`config.mk`:
```
export PLATFORM = sky130hd
export DESIGN_NAME = dcache_ctrl
export DESIGN_NICKNAME = d
export VERILOG_FILES = /design/src/rtl/dcache_ctrl.sv
export SDC_FILE = /design/constraint.sdc
export NUM_CORES = 1
export LEC_CHECK = 0
export BUFFER_PORTS_ARGS = -buffer_cell sky130_fd_sc_hd__buf_4
export CORE_ASPECT_RATIO = 0.9
export CORE_MARGIN = 3
export CORE_UTILIZATION = 43
export CTS_CLUSTER_DIAMETER = 80
export DETAILED_ROUTE_END_ITERATION = 8
export PLACE_DENSITY = 0.87
export RECOVER_POWER = 100
export SKIP_CTS_REPAIR_TIMING = 1
export SLEW_MARGIN = 20
export SYNTH_ARGS = -nofsm -noshare
export SYNTH_HDL_FRONTEND = slang
export SYNTH_SLANG_ARGS = --single-unit
```
`constraint.sdc`:
```
create_clock -name clk -period 2.1 [get_ports clk]
set_clock_uncertainty 0.1 [all_clocks]
set_input_delay 0.105 -clock clk [delete_from_list [all_inputs] [get_ports clk]]
set_output_delay 0.105 -clock clk [all_outputs]
set_load 0.05 [all_outputs]
```
`src/rtl/dcache_ctrl.sv`:
```
// Data-cache miss controller: optional dirty-victim writeback, then line fill
// through a nibble-wide line buffer, then reload of the cache array.
module dcache_ctrl #(
  parameter int LINE_LENGTH = 4,
  parameter int PA          = 22,
  localparam int LB         = $clog2(LINE_LENGTH)
) (
  input  logic           clk,
  input  logic           reset,
  input  logic           cpu_req,
  input  logic           fault,
  input  logic           hit,
  input  logic           push,
  input  logic           pull,
  input  logic [PA-LB-1:0] fill_line,
  input  logic [PA-LB-1:0] victim_line,
  input  logic [3:0]     dwrite,
  output logic           rstrobe_d,
  output logic           wstrobe_d,
  output logic [3:0]     dread,
  output logic           cpu_stall,
  output logic           mem_req,
  output logic           mem_write,
  output logic [PA-1:0]  mem_addr,
  input  logic           mem_gnt,
  input  logic           mem_nstrobe,
  output logic [3:0]     mem_wdata,
  input  logic [3:0]     mem_rdata
);
  localparam int N  = 2 * LINE_LENGTH;
  localparam int CW = $clog2(N);
  localparam logic [CW-1:0] LAST = CW'(N - 1);

  typedef enum logic [2:0] {
    IDLE, WB_DRAIN, WB_ADDR, WB_DATA, FILL_ADDR, FILL_DATA, FILL_LOAD, DONE
  } state_t;

  state_t        state_q, state_d;
  logic [CW-1:0] cnt_q, cnt_d;
  logic [3:0]    buf_q [N];
  logic          buf_we;
  logic [3:0]    buf_wdata;
  logic          miss;

  // pull is implied by a miss; the controller does not need it separately
  logic unused_pull;
  assign unused_pull = pull;

  assign miss      = cpu_req && !fault && !hit;
  assign cpu_stall = (state_q != IDLE) || miss;

  always_ff @(posedge clk or posedge reset) begin
    if (reset) begin
      state_q <= IDLE;
      cnt_q   <= '0;
    end else begin
      state_q <= state_d;
      cnt_q   <= cnt_d;
    end
  end

  // Line buffer holds data only; it is never cleared.
  always_ff @(posedge clk) begin
    if (buf_we) buf_q[cnt_q] <= buf_wdata;
  end

  always_comb begin
    state_d   = state_q;
    cnt_d     = cnt_q;
    buf_we    = 1'b0;
    buf_wdata = dwrite;
    rstrobe_d = 1'b0;
    wstrobe_d = 1'b0;
    dread     = '0;
    mem_req   = 1'b0;
    mem_write = 1'b0;
    mem_addr  = '0;
    mem_wdata = '0;
    case (state_q)
      IDLE: begin
        cnt_d = '0;
        if (miss) state_d = push ? WB_DRAIN : FILL_ADDR;
      end
      WB_DRAIN: begin
        rstrobe_d = 1'b1;
        buf_we    = 1'b1;
        buf_wdata = dwrite;
        cnt_d     = cnt_q + CW'(1);
        if (cnt_q == LAST) begin
          state_d = WB_ADDR;
          cnt_d   = '0;
        end
      end
      WB_ADDR: begin
        mem_req   = 1'b1;
        mem_write = 1'b1;
        mem_addr  = PA'(victim_line) << LB;
        if (mem_gnt) begin
          state_d = WB_DATA;
          cnt_d   = '0;
        end
      end
      WB_DATA: begin
        mem_wdata = buf_q[cnt_q];
        if (mem_nstrobe) begin
          cnt_d = cnt_q + CW'(1);
          if (cnt_q == LAST) begin
            state_d = FILL_ADDR;
            cnt_d   = '0;
          end
        end
      end
      FILL_ADDR: begin
        mem_req  = 1'b1;
        mem_addr = PA'(fill_line) << LB;
        if (mem_gnt) begin
          state_d = FILL_DATA;
          cnt_d   = '0;
        end
      end
      FILL_DATA: begin
        // strobes only count here, so one arriving with the grant is dropped
        if (mem_nstrobe) begin
          buf_we    = 1'b1;
          buf_wdata = mem_rdata;
          cnt_d     = cnt_q + CW'(1);
          if (cnt_q == LAST) begin
            state_d = FILL_LOAD;
            cnt_d   = '0;
          end
        end
      end
      FILL_LOAD: begin
        wstrobe_d = 1'b1;
        dread     = buf_q[cnt_q];
        cnt_d     = cnt_q + CW'(1);
        if (cnt_q == LAST) begin
          state_d = DONE;
          cnt_d   = '0;
        end
      end
      DONE: begin
        state_d = IDLE;
        cnt_d   = '0;
      end
      default: begin
        state_d = IDLE;
        cnt_d   = '0;
      end
    endcase
  end
endmodule

```
==> results.toml <==
[run_status]
status = "finished, violations left"
violations = "negative setup slack"

[timing]
layout_setup_ws_ps = -17.2
slew_violations = 0
whs_ps = 148
grt_setup_unrepaired = "true"
period_minus_slack_ps = 2120
finalCritPeriodShare_pct = 101
fmax_mhz = 472
setup_viol = 2
tightest_slew_ps = 631
final-hold-violation-count = 0
slew_headroom_pct = 58.1

[synthesis]
yosysSeqAreaShare_pct = 52.2
postSynthAreaPerCell_um2 = 12.2
ys_ff_latch = 38
yosys_warnings = 0
yosysUniqueCellTypes = 42
synthCells = 174
ys_async_sr_fraction_pct = 15.8
synth-edff-count = 32
ys.flop_type = "edfxtp_1"
syn_area_mm2 = 0.00213

[grt]
grt_max_degree = 22
grt_pass1_vias = 1729
groute.usage.overall_pct = 19.4
antenna_found_initial = 0
grt_overflow = 0
grt_pass1_wl_um = 8490

[clocking]
cts_max_level = 2
numClockSinks = 38
numCtsBuffers = 5
clk_pin_slew_ps = 80
tritoncts = "built"
cts_buffer_depth = 2
root_buffer = "clkbuf_8"
clock_latency_ps = 300

[floorplanning]
initial_core_util_pct = 46.2
die-height_um = 72.7
io-pin-count = 92
num_rows = 23
fp.dieW_um = 80.2
die-area_mm2 = 0.00583
coreArea_mm2 = 0.00460

[setup_path]
crit_chain = "and3_4 -> a311o_1 -> a221o_1 -> and2_4 -> buf_8"
crit_required_ps = 1890
crit_family = "compound AO/OA/AOI/OAI gates"
critPathLaunchType = "register"
end_kind = "primary output"
cp_slowest_cell = "dfrtp_2"
worst-path-buf-inv = 1
cp.arrival_ps = 1910
path_max_fanout = 7
cp_slowest_stage_delay_ps = 460
crit_type = "reg2out"

[finish]
nNetsFinal = 351
fill_cells = 331
final-seq-area_mm2 = 0.00111
final_util_pct = 70.1
area_growth_syn_to_layout_pct = 51.7
layout_commonest_cell = "buf_4"
drive_above_1_share_pct = 52.9
final_cell_mix = "87 x buf_4, 32 x edfxtp_1, 14 x buf_6"
antennaDiodeCount = 0
multi_input_area_um2 = 978

[power]
peakVddDrop_uv = 611
p_total_uw = 4720
p_per_area_mw_per_mm2 = 1460
p_leak_uw = 0.00137

[route]
vias = 1909
wl_per_cell_um = 17.7
postRouteAntennaNets = 0
drt-initial-drc-count = 114
drt_pre_antenna_iters = 4
vias_per_cell = 5.44
wl_um = 6210
drc = 0

[run]
cap_viol_max_count = 0

[placed_design]
dp_hpwl_um = 4530
gp_congestion = 0.843
io_buffers = 88

[worst_hold_path]
hp-class = "in2reg"
[sequential cells by signal, indices dropped and copies added (netlist names)]
register,cells
state_q,3
cnt_q,3
buf_q,32
[routing by layer]
| metal | vias to the layer above | global-route usage, % | wire (µm) |
|---|---|---|---|
| li1 | 887 | - | - |
| met1 | 907 | 21.7 | 2310 |
| met2 | 102 | 33.9 | 3160 |
| met3 | 13 | 6.42 | 613 |
| met4 | 0 | 7.88 | 126 |
| met5 | - | 0 | 0 |
[worst register-to-register path, stage by stage (launching register included)]
cell and delay [ps]:
dfrtp_1 440, inv_1 110, ha_2 250, clkbuf_2 170, nand3_1 230, mux2_1 490
[cell usage after synthesis (2+ instances only)]
cell      instances  area [µm²]
mux2i_1           8        80.1
nor2_1           12        45.0
edfxtp_1         32         961
a22o_1           21         184
and2_1            2        12.5
nand3b_1          3        22.5
inv_1            10        37.5
nand2b_1          2        12.5
o221a_2           2        22.5
nand3_1           2        10.0
a221oi_1          4        35.0
o21ai_0           3        15.0
mux2_2            5        56.3
buf_2             3        15.0
a21oi_1           2        10.0
or3_1             2        12.5
ha_1              6        75.1
nand2_1           7        26.3
mux4_2            2        45.0
buf_4             2        15.0
nor3_1            6        30.0
clkbuf_1          7        26.3
nor2b_1           5        31.3
dfrtp_1           6         150
o211ai_1          3        22.5
[area by class of cell]
| cell class | instances | area share (%) |
|---|---|---|
| flip-flops and latches | 38 | 34.5 |
| clock inverters | 2 | 0.271 |
| multi-input cells | 113 | 30.3 |
| well taps | 62 | 2.40 |
| repair buffers | 119 | 28.9 |
| clock buffers | 6 | 2.25 |
| inverters | 11 | 1.36 |
[per-stage QoR]
step / cell area (µm²) / instances / TNS, ps / setup slack [ps]
floorplan: 2140 / 175 / 0 / 24.3
global placement: 2970 / 333 / 0 / 47.1
detailed placement: 2970 / 333 / -5.75 / -5.75
CTS: 3050 / 341 / -2600 / -153
global route: 3230 / 351 / -798 / -55.1
finish: 3230 / 351 / -32.3 / -17.2
[worst paths after layout]
check	from	to	slack [ps]	cells after the start
min reg2reg	state_q[2]	state_q[2]	500	1
min	mem_rdata[1]	buf_q[3][1]	150	2
min in group asynchronous	reset	cnt_q[1]	180	3
max reg2reg	state_q[1]	buf_q[3][3]	10	5
max in group asynchronous	reset	cnt_q[2]	1490	3
max	cnt_q[0]	dread[0]	-20	5
[cells by family (layout without fill, tap and decap cells)]
| kind of cell | after synthesis | after routing | synth area share (%) |
|---|---|---|---|
| compound gates | 41 | 41 | 16.9 |
| flops | 38 | 38 | 52.2 |
| fa+ha+maj | 6 | 6 | 3.53 |
| buf+inv | 24 | 138 | 5.23 |
| mux | 17 | 17 | 9.76 |
| other cells | 1 | 2 | 0.176 |
| simple gates | 47 | 47 | 12.2 |
[report_power, final]
| part | switching [µW] | total, µW | internal [µW] |
|---|---|---|---|
| Clock | 245 | 473 | 228 |
| Sequential | 91.9 | 1040 | 950 |
| Combinational | 1880 | 3200 | 1330 |
Power figures use the tool's default switching activity.
